**config.mk**
```make
export PLATFORM = sky130hd
export DESIGN_NAME = move_player
export DESIGN_NICKNAME = d
export VERILOG_FILES = /design/src/rtl/move_player.sv
export SDC_FILE = /design/constraint.sdc
export NUM_CORES = 1
export LEC_CHECK = 0
export BUFFER_PORTS_ARGS = -buffer_cell sky130_fd_sc_hd__buf_2
export CAP_MARGIN = 5
export CORE_MARGIN = 4
export CORE_UTILIZATION = 59
export DETAILED_ROUTE_END_ITERATION = 10
export GPL_ROUTABILITY_DRIVEN = 0
export PLACE_DENSITY = 0.89
export SKIP_LAST_GASP = 1
export SYNTH_ARGS = -nofsm -noshare
export SYNTH_HDL_FRONTEND = slang
export SYNTH_SLANG_ARGS = --single-unit
```
**constraint.sdc**
```tcl
create_clock -name clk -period 3.4 [get_ports clk]
set_input_delay 0.34 -clock clk [delete_from_list [all_inputs] [get_ports clk]]
set_output_delay 0.34 -clock clk [all_outputs]
set_load 0.02 [all_outputs]
```
**src/rtl/move_player.sv**
```systemverilog
// Per-character movement: horizontal walking, gravity-driven vertical motion with
// terminal speed, screen clamping, jump edge detect, coyote time and jump buffering.
module move_player #(
    parameter int X_W      = 10,
    parameter int Y_W      = 9,
    parameter int V_W      = 6,
    parameter int H_STEP   = 1,
    parameter int GRAVITY  = 1,
    parameter int JUMP_V   = 6,
    parameter int MAX_FALL = 8,
    parameter int COYOTE   = 3,
    parameter int JBUF     = 3,
    parameter int X_MAX    = 639,
    parameter int Y_MAX    = 479,
    parameter int INIT_X   = 100,
    parameter int INIT_Y   = 100
) (
    input  logic           clk,
    input  logic           rst_n,
    input  logic           frame_tick,
    input  logic           respawn,
    input  logic [3:0]     wsad_down,
    input  logic [3:0]     collision_state,
    output logic [X_W-1:0] x_pos,
    output logic [Y_W-1:0] y_pos,
    output logic [V_W-1:0] v_y,
    output logic [2:0]     player_state,
    output logic [1:0]     mstate
);

    typedef enum logic [1:0] {
        GROUND = 2'd0,
        RISE   = 2'd1,
        FALL   = 2'd2
    } mstate_t;

    localparam int C_W     = (COYOTE < 1) ? 1 : $clog2(COYOTE + 1);
    localparam int B_W     = (JBUF < 1) ? 1 : $clog2(JBUF + 1);
    localparam int FLOOR_I = -MAX_FALL;

    localparam logic [X_W:0]          STEP_X  = H_STEP[X_W:0];
    localparam logic [X_W:0]          XMAX_X  = X_MAX[X_W:0];
    localparam logic signed [Y_W+1:0] YMAX_Y  = Y_MAX[Y_W+1:0];
    localparam logic signed [V_W:0]   GRAV_V  = GRAVITY[V_W:0];
    localparam logic signed [V_W:0]   FLOOR_V = FLOOR_I[V_W:0];
    localparam logic [V_W-1:0]        JUMP_VV = JUMP_V[V_W-1:0];
    localparam logic [C_W-1:0]        COY_C   = COYOTE[C_W-1:0];
    localparam logic [B_W-1:0]        JBUF_C  = JBUF[B_W-1:0];

    mstate_t               state;
    logic [C_W-1:0]        coyote_cnt;
    logic [B_W-1:0]        jbuf_cnt;
    logic                  w_prev;
    logic                  jreq;
    logic [X_W:0]          x_ext;
    logic [X_W:0]          x_left;
    logic [X_W:0]          x_right;
    logic signed [Y_W+1:0] y_diff;
    logic [Y_W-1:0]        y_step;
    logic signed [V_W:0]   v_dec;
    logic [V_W-1:0]        v_fall;
    logic                  v_dec_le0;
    logic                  unused_s_key;

    assign unused_s_key = wsad_down[2];
    assign mstate       = state;
    assign jreq         = wsad_down[0] & ~w_prev;

    // One extra bit on x and two on y keep the step arithmetic from wrapping before clamping.
    always_comb begin
        x_ext   = {1'b0, x_pos};
        x_left  = (x_ext >= STEP_X) ? (x_ext - STEP_X) : '0;
        x_right = x_ext + STEP_X;
        if (x_right > XMAX_X) begin
            x_right = XMAX_X;
        end
        y_diff = $signed({2'b00, y_pos}) - $signed({{(Y_W + 2 - V_W){v_y[V_W-1]}}, v_y});
        if (y_diff[Y_W+1]) begin
            y_step = '0;
        end else if (y_diff > YMAX_Y) begin
            y_step = YMAX_Y[Y_W-1:0];
        end else begin
            y_step = y_diff[Y_W-1:0];
        end
        v_dec     = $signed({v_y[V_W-1], v_y}) - GRAV_V;
        v_fall    = (v_dec < FLOOR_V) ? FLOOR_V[V_W-1:0] : v_dec[V_W-1:0];
        v_dec_le0 = v_dec[V_W] || (v_dec == '0);
    end

    always_ff @(posedge clk) begin
        if (!rst_n || respawn) begin
            x_pos        <= INIT_X[X_W-1:0];
            y_pos        <= INIT_Y[Y_W-1:0];
            v_y          <= '0;
            state        <= FALL;
            player_state <= 3'b010;
            coyote_cnt   <= '0;
            jbuf_cnt     <= '0;
            w_prev       <= 1'b0;
        end else if (frame_tick) begin
            w_prev <= wsad_down[0];

            if (wsad_down[1]) begin
                player_state[0] <= 1'b0;
                player_state[2] <= 1'b1;
                if (!collision_state[3]) x_pos <= x_left[X_W-1:0];
            end else if (wsad_down[3]) begin
                player_state[0] <= 1'b1;
                player_state[2] <= 1'b1;
                if (!collision_state[2]) x_pos <= x_right[X_W-1:0];
            end else begin
                player_state[2] <= 1'b0;
            end

            case (state)
                GROUND: begin
                    if (jreq) begin
                        v_y             <= JUMP_VV;
                        state           <= RISE;
                        player_state[1] <= 1'b1;
                    end else if (!collision_state[0]) begin
                        v_y             <= '0;
                        state           <= FALL;
                        coyote_cnt      <= COY_C;
                        player_state[1] <= 1'b1;
                    end else begin
                        v_y             <= '0;
                        player_state[1] <= 1'b0;
                    end
                end
                RISE: begin
                    player_state[1] <= 1'b1;
                    // A ceiling hit outranks a simultaneous floor contact.
                    if (collision_state[1]) begin
                        v_y        <= '0;
                        state      <= FALL;
                        coyote_cnt <= '0;
                    end else begin
                        y_pos <= y_step;
                        v_y   <= v_dec[V_W-1:0];
                        if (v_dec_le0) state <= FALL;
                    end
                end
                FALL: begin
                    if (collision_state[0]) begin
                        jbuf_cnt <= '0;
                        if ((jbuf_cnt != '0) || jreq) begin
                            v_y             <= JUMP_VV;
                            state           <= RISE;
                            player_state[1] <= 1'b1;
                        end else begin
                            v_y             <= '0;
                            state           <= GROUND;
                            player_state[1] <= 1'b0;
                        end
                    end else if (jreq && (coyote_cnt != '0)) begin
                        v_y             <= JUMP_VV;
                        state           <= RISE;
                        coyote_cnt      <= '0;
                        player_state[1] <= 1'b1;
                    end else begin
                        y_pos           <= y_step;
                        v_y             <= v_fall;
                        player_state[1] <= 1'b1;
                        if (coyote_cnt != '0) coyote_cnt <= coyote_cnt - 1'b1;
                        if (jreq) begin
                            jbuf_cnt <= JBUF_C;
                        end else if (jbuf_cnt != '0) begin
                            jbuf_cnt <= jbuf_cnt - 1'b1;
                        end
                    end
                end
                default: begin
                    state           <= FALL;
                    player_state[1] <= 1'b1;
                end
            endcase
        end
    end

endmodule

```
# After elaboration in Yosys (flattened, before gate mapping)
# Index checks and enable logic that the tools add are counted.
[totals]
reg_bits = 35
inputBits = 12
out_inout_bits = 30
wordCells = 103
[classes]
n_bitwise = 2
n_lt_le_gt_ge = 4
n_reduce_logical = 20
addsub = 6
n_eq_ne = 15
muxes = 47
[op_table]
columns = ["operator", "n"]
rows = [
  ["2-to-1 mux 10 bit", 6],
  ["2-to-1 mux 9 bit", 5],
  ["2-to-1 mux 2 bit", 16],
  ["2-to-1 mux 6 bit", 4],
  ["greater-than comparator 11 x 10 -> 1 bit, second input constant", 2],
  ["!= test 2 bit, second input constant", 9],
  ["case mux 6 bit (3 select lines)", 1],
  ["case mux 9 bit (2 select lines)", 1],
  ["!= test 3 bit, second input constant", 4],
  ["case mux 2 bit (3 select lines)", 2],
  ["AND reduction 4 bit", 3],
  ["adder 10 x 1 -> 11 bit, second input constant", 1],
  ["subtractor 10 x 6 -> 11 bit", 1],
  [">= comparator 10 x 1 -> 1 bit, second input constant", 1],
  ["subtractor 10 x 1 -> 10 bit, second input constant", 1],
  ["2-to-1 mux 1 bit", 9],
  ["nonzero test 2 bit", 4],
  ["logical NOT 7 bit", 1],
  ["< comparator 7 x 4 -> 1 bit, second input constant", 1],
  ["AND reduction 7 bit", 1],
  ["subtractor 6 x 2 -> 7 bit, second input constant", 1],
  ["2-to-1 mux 3 bit", 2],
  ["nonzero test 3 bit", 2],
  ["AND reduction 5 bit", 1],
  ["other kinds (11)", 15],
]

# Longest topological paths before layout
[depth]
word_depth = 7
ltp_mapped = 10
depth_no_buf = 10

# Least setup slack after synthesis
# No wires, ideal clock.
[synth_path]
path_type = "register to register"
from = "register v_y[5]"
to = "register y_pos[5]"
t_arrival_ns = 2.616
required_time_ns = 3.299
path_buffers = 1
setup_ns = 0.101
slack_ns = 0.683
path_stages_with_launch = 10
cell_sequence = "dfxtp_1 > clkbuf_1 > inv_1 > ha_1 > o21a_1 > o21a_1 > a21o_1 > a2111oi_2 > nor2_1 > o41ai_1"
[synth_via]
elab_chain_len = 7
elab_cells_between_ends = 8
classes_between = "1 x add/sub; 1 x order compare; 6 x mux"
[synth_rtl]
columns = ["element", "line_no", "text"]
rows = [
  ["from (decl)", "26", "output logic [V_W-1:0] v_y,"],
  ["from (signal assigned)", "140", "v_y <= v_dec[V_W-1:0];"],
  ["from (signal assigned)", "163", "v_y <= v_fall;"],
  ["subtractor 10 x 6 -> 11 bit *", "77", "y_diff = $signed({2'b00, y_pos}) - $signed({{(Y_W + 2 - V_W){v_y[V_W-1]}}, v_y});"],
  ["greater-than comparator 11 x 10 -> 1 bit", "80", "end else if (y_diff > YMAX_Y) begin"],
  ["2-to-1 mux 9 bit", "80", ""],
  ["2-to-1 mux 9 bit *", "78", "if (y_diff[Y_W+1]) begin"],
  ["2-to-1 mux 9 bit", "156", "end else if (jreq && (coyote_cnt != '0)) begin"],
  ["2-to-1 mux 9 bit", "145", "if (collision_state[0]) begin"],
  ["case mux 9 bit (2 select lines) *", "115", "case (state)"],
  ["to (signal assigned)", "93", "y_pos <= INIT_Y[Y_W-1:0];"],
  ["to (signal assigned)", "139", "y_pos <= y_step;"],
  ["to (signal assigned)", "162", "y_pos <= y_step;"],
  ["to (decl)", "25", "output logic [Y_W-1:0] y_pos,"],
]
# Every way passes the cells marked *; elsewhere a longest branch is shown, timed or not. The select of a mux whose other input is x is not followed.
# A chain may end at the register's enable or synchronous reset.

# Final worst setup path
[layout_path]
from = "register v_y[0]"
to = "register y_pos[3]"
# The elaborated chain is that of the path after synthesis.

==> summary by stage <==
Outcome
The flow ran to the end, and the final reports show no timing, DRC or antenna violations.

Synth
The share of Yosys cell area claimed by the top area cell type is 22.9%. By count the netlist is led by 37 x sky130_fd_sc_hd__a21oi_1, 36 x sky130_fd_sc_hd__nand2_1, 35 x sky130_fd_sc_hd__dfxtp_1. The synthesized design contains 0 enable-type register cells. After synthesis, the share of flip-flops with an asynchronous set or reset is 0%. The total of flip-flops plus latches after synthesis is 35. The library cell occupying the most area in the post-synthesis netlist is sky130_fd_sc_hd__dfxtp_1.

The synthesized area divided by synthesized cell count is 7.57 um2. The cell area that synthesis handed to floorplanning was 0.00307 mm2. The number of distinct standard cells referenced by the synthesized netlist is 63. Synthesis produced a netlist with a net count of 441. For this run, the number of Yosys warnings is 0. The post-synthesis instance total is 405. The sequential cell area fraction in the yosys report is 22.9%. The most common cell in the synthesized netlist is sky130_fd_sc_hd__a21oi_1. In the post-synthesis netlist, the biggest area contributors are sky130_fd_sc_hd__dfxtp_1 23%, sky130_fd_sc_hd__ha_1 9.4%, sky130_fd_sc_hd__a21oi_1 6.0%. The most used flip-flop cell after synthesis is sky130_fd_sc_hd__dfxtp_1.

Final layout
The post-route standard cell area excluding fillers is 0.00333 mm2. After the flow finishes, the layout carries non-filler instances totaling 499. The fraction of layout instances using a drive strength above 1 is 14.6%. The layout-stage area growth over the synthesis result is 8.69%. The net total in the final layout is 467. The repair_antennas step left the layout with diodes totalling 0.

Floorplanning
The die is 80.1 um wide. The floorplan die area is 0.00641 mm2. Pin placement for this block handled 42 I/O pins.

The standard cell core area is 0.00488 mm2. From bottom edge to top edge, the die measures 80.1 um. The initial core utilization is 62.8%. The row count is 25.

Timing
Setup repair after global routing left no endpoint under its margin. Summed over all failing endpoints, the final setup total negative slack is 0 ns. At the pin with the least slew margin, the transition time is 0.648 ns. The final count of negative-setup-slack endpoints is 0. The worst clock skew on the final layout is 0.00773 ns. On the final layout, the worst hold slack is 0.331 ns. In the post-route analysis, the smallest setup slack over all paths is 0.463 ns. For this run, the top clock speed supported by timing is 340 MHz.

The number of pins exceeding their max-slew limit in the final report is 0. Counting I/O delays and the setup requirement, the final critical path takes 2.94 ns. The hold violation count in the final report is 0. The period utilization is 86.4%. The relative slew slack is 56.4%.

Clock tree
For the worst-skew pair, the clock arrives at the later sink with an insertion delay of 0.29 ns. The deepest clock path buffer count is 2. The clock tree from TritonCTS is built. The clock-pin slew on the worst setup and hold paths is 0.08 ns. The number of hold buffers added after cts is 0. After clock tree synthesis, the repair step resized 0 gates.

Buffers inserted during clock tree synthesis total 5. Buffers added to address setup during post-CTS repair amount to 0. The sink count of the clock tree is 35.

The root buffer cell chosen for the clock tree is sky130_fd_sc_hd__clkbuf_8. In this run the number of H-tree levels came out at 2.

Critical path
At the worst endpoint, the required time is 3.62 ns. STA classifies the critical path endpoint as a register. The launching element of the worst setup path is v_y[0]$_SDFFE_PP0P_.

The capture point of the worst path is y_pos[3]$_SDFFE_PP0P_. The setup check on the worst reg-to-reg path leaves a slack of 0.46 ns. The number of cells on the worst reg-to-reg path is 9. The kind of launch point of the worst setup path is a register. The worst setup path is of the reg2reg kind. The worst-path maximum fanout is 12. In this run the critical register-to-register path is launched from v_y[0]$_SDFFE_PP0P_.

For the worst setup path, the data arrival time is 3.15 ns. Walking the worst path, the cells encountered are ha_1 -> inv_1 -> fa_1 -> a21oi_1 -> o211ai_1 -> a21o_1 -> a2111oi_2 -> o21ai_0 -> a22oi_1. The reg-to-reg endpoint is y_pos[3]$_SDFFE_PP0P_. On the critical path, the stage with the largest delay is an instance of sky130_fd_sc_hd__dfxtp_1.

The largest single stage delay on the critical path is 0.52 ns.

Route
For this run, design rule violations remaining after detail routing come to 0. The via count of the routed design is 3,096. Summed over all layers, the routed wires come to 7.66 mm. In this run, the number of DRC markers left after iteration 0 of detailed routing was 290. For this run, the detailed router's first-pass iteration total came to 5. Using the TritonRoute via totals, the vias-per-cell ratio works out to 6.20. In the final routed layout, each cell accounts on average for 15.3 um. The detail route stage leaves a number of antenna-violating nets equal to 0.

Power and ir drop
The largest vdd supply drop is 0.000294 V. The leakage power total is 1.30 nW. The power per cell area is 322 mW/mm2.

Place
The number of placed instances, taps included is 491. The port buffer count is 40. Prior to clock tree synthesis, the placed netlist has a worst setup slack of 0.536 ns. Once placement finished, the instance area stood at 0.00325 mm2. The HPWL after detailed placement is 5.53 mm.

GRT
Entering global routing, the biggest net connects 20 pins. The first-pass GRT wire length is 13.1 mm. The aggregate global-route resource usage is 25.3%. The initial antenna violation count is 0.

The global route total overflow is 0. The via count of the first global-routing pass is 2,913.

Hold path
The class of the most critical hold timing path is in2reg.

Job
The tool flagged a number of max-cap violations equal to 0.
==> flip-flops by register name, indices dropped and copies added (netlist names) <==
register,count
x_pos,10
coyote_cnt,2
v_y,6
player_state,3
mstate,2
jbuf_cnt,2
w_prev,1
y_pos,9
==> worst max-delay path: cells and delay by family, from the launching register on <==
family	cells	cell delay [ns]
AOI/OAI and AO/OA	6	1.62
DFF	1	0.52
adders and majority gates	2	0.66
buffers and inverters	1	0.06
==> how the worst min path moves through the flow <==
stage                        startpoint                      endpoint  slack [ns]  cells after the start
2_1_floorplan  jbuf_cnt[0]$_SDFFE_PP0P_      jbuf_cnt[0]$_SDFFE_PP0P_        0.45                      2
3_3_place_gp   jbuf_cnt[0]$_SDFFE_PP0P_      jbuf_cnt[0]$_SDFFE_PP0P_        0.46                      2
3_5_place_dp   jbuf_cnt[0]$_SDFFE_PP0P_      jbuf_cnt[0]$_SDFFE_PP0P_        0.47                      2
4_1_cts                    wsad_down[0]           w_prev$_SDFFE_PP0P_        0.33                      3
5_1_grt                    wsad_down[0]           w_prev$_SDFFE_PP0P_        0.35                      3
6_report                   wsad_down[3]  player_state[2]$_SDFFE_PP0P_        0.33                      3
==> cells in the final DEF (no fill, tap or decap), types with 6 or more instances in the layout <==
| master | Yosys | routed |
|---|---|---|
| sky130_fd_sc_hd__a211oi_1 | 11 | 11 |
| sky130_fd_sc_hd__a21oi_1 | 37 | 37 |
| sky130_fd_sc_hd__a22oi_1 | 6 | 6 |
| sky130_fd_sc_hd__a31oi_1 | 7 | 7 |
| sky130_fd_sc_hd__buf_2 | 4 | 40 |
| sky130_fd_sc_hd__dfxtp_1 | 35 | 35 |
| sky130_fd_sc_hd__ha_1 | 23 | 23 |
| sky130_fd_sc_hd__inv_1 | 25 | 25 |
| sky130_fd_sc_hd__nand2_1 | 36 | 36 |
| sky130_fd_sc_hd__nand2b_1 | 6 | 6 |
| sky130_fd_sc_hd__nand3_1 | 11 | 11 |
| sky130_fd_sc_hd__nor2_1 | 30 | 30 |
| sky130_fd_sc_hd__nor2b_1 | 11 | 11 |
| sky130_fd_sc_hd__nor3_1 | 11 | 11 |
| sky130_fd_sc_hd__nor3b_1 | 8 | 8 |
| sky130_fd_sc_hd__o21ai_0 | 26 | 26 |
| sky130_fd_sc_hd__xnor2_1 | 12 | 12 |
==> through the flow <==
step	power (W)	util, %
floorplan	0.000702	-
global placement	0.000761	66.6
detailed placement	0.000775	66.6
CTS	0.00108	68.3
global route	0.00113	68.3
finish	0.00107	68.3
==> final cells by class <==
type | count | area (um2)
inverter | 25 | 93.8
clock buffer | 7 | 76.3
timing repair buffer | 42 | 215
sequential | 35 | 701
tap | 67 | 83.8
multi-input combinational | 322 | 2160
fill | 421 | 1550
clock inverter | 1 | 5.00
==> metal layers <==
| metal | wire length, um | vias up | GRT usage, % |
|---|---|---|---|
| met3 | 573 | 18 | 4.93 |
| met1 | 3260 | 1417 | 31.8 |
| met4 | 156 | 0 | 10.8 |
| met2 | 3670 | 128 | 41.9 |
| li1 | - | 1533 | - |
| met5 | 0 | - | 0 |
==> kinds of logic after synthesis <==
group | synth area share (%)
simple gates | 23.8
fa+ha+maj | 10.0
mux | 3.10
flops | 22.9
buf+inv | 6.78
xor+xnor | 4.29
compound gates | 29.2
==> report_power, final <==
part	internal [W]	switching, W	total, W	leakage [nW]
Sequential	0.000424	0.0000193	0.000443	0.284
Clock	0.000144	0.000156	0.000300	0.0422
Combinational	0.000131	0.000197	0.000329	0.978
Power figures use the tool's default switching activity.
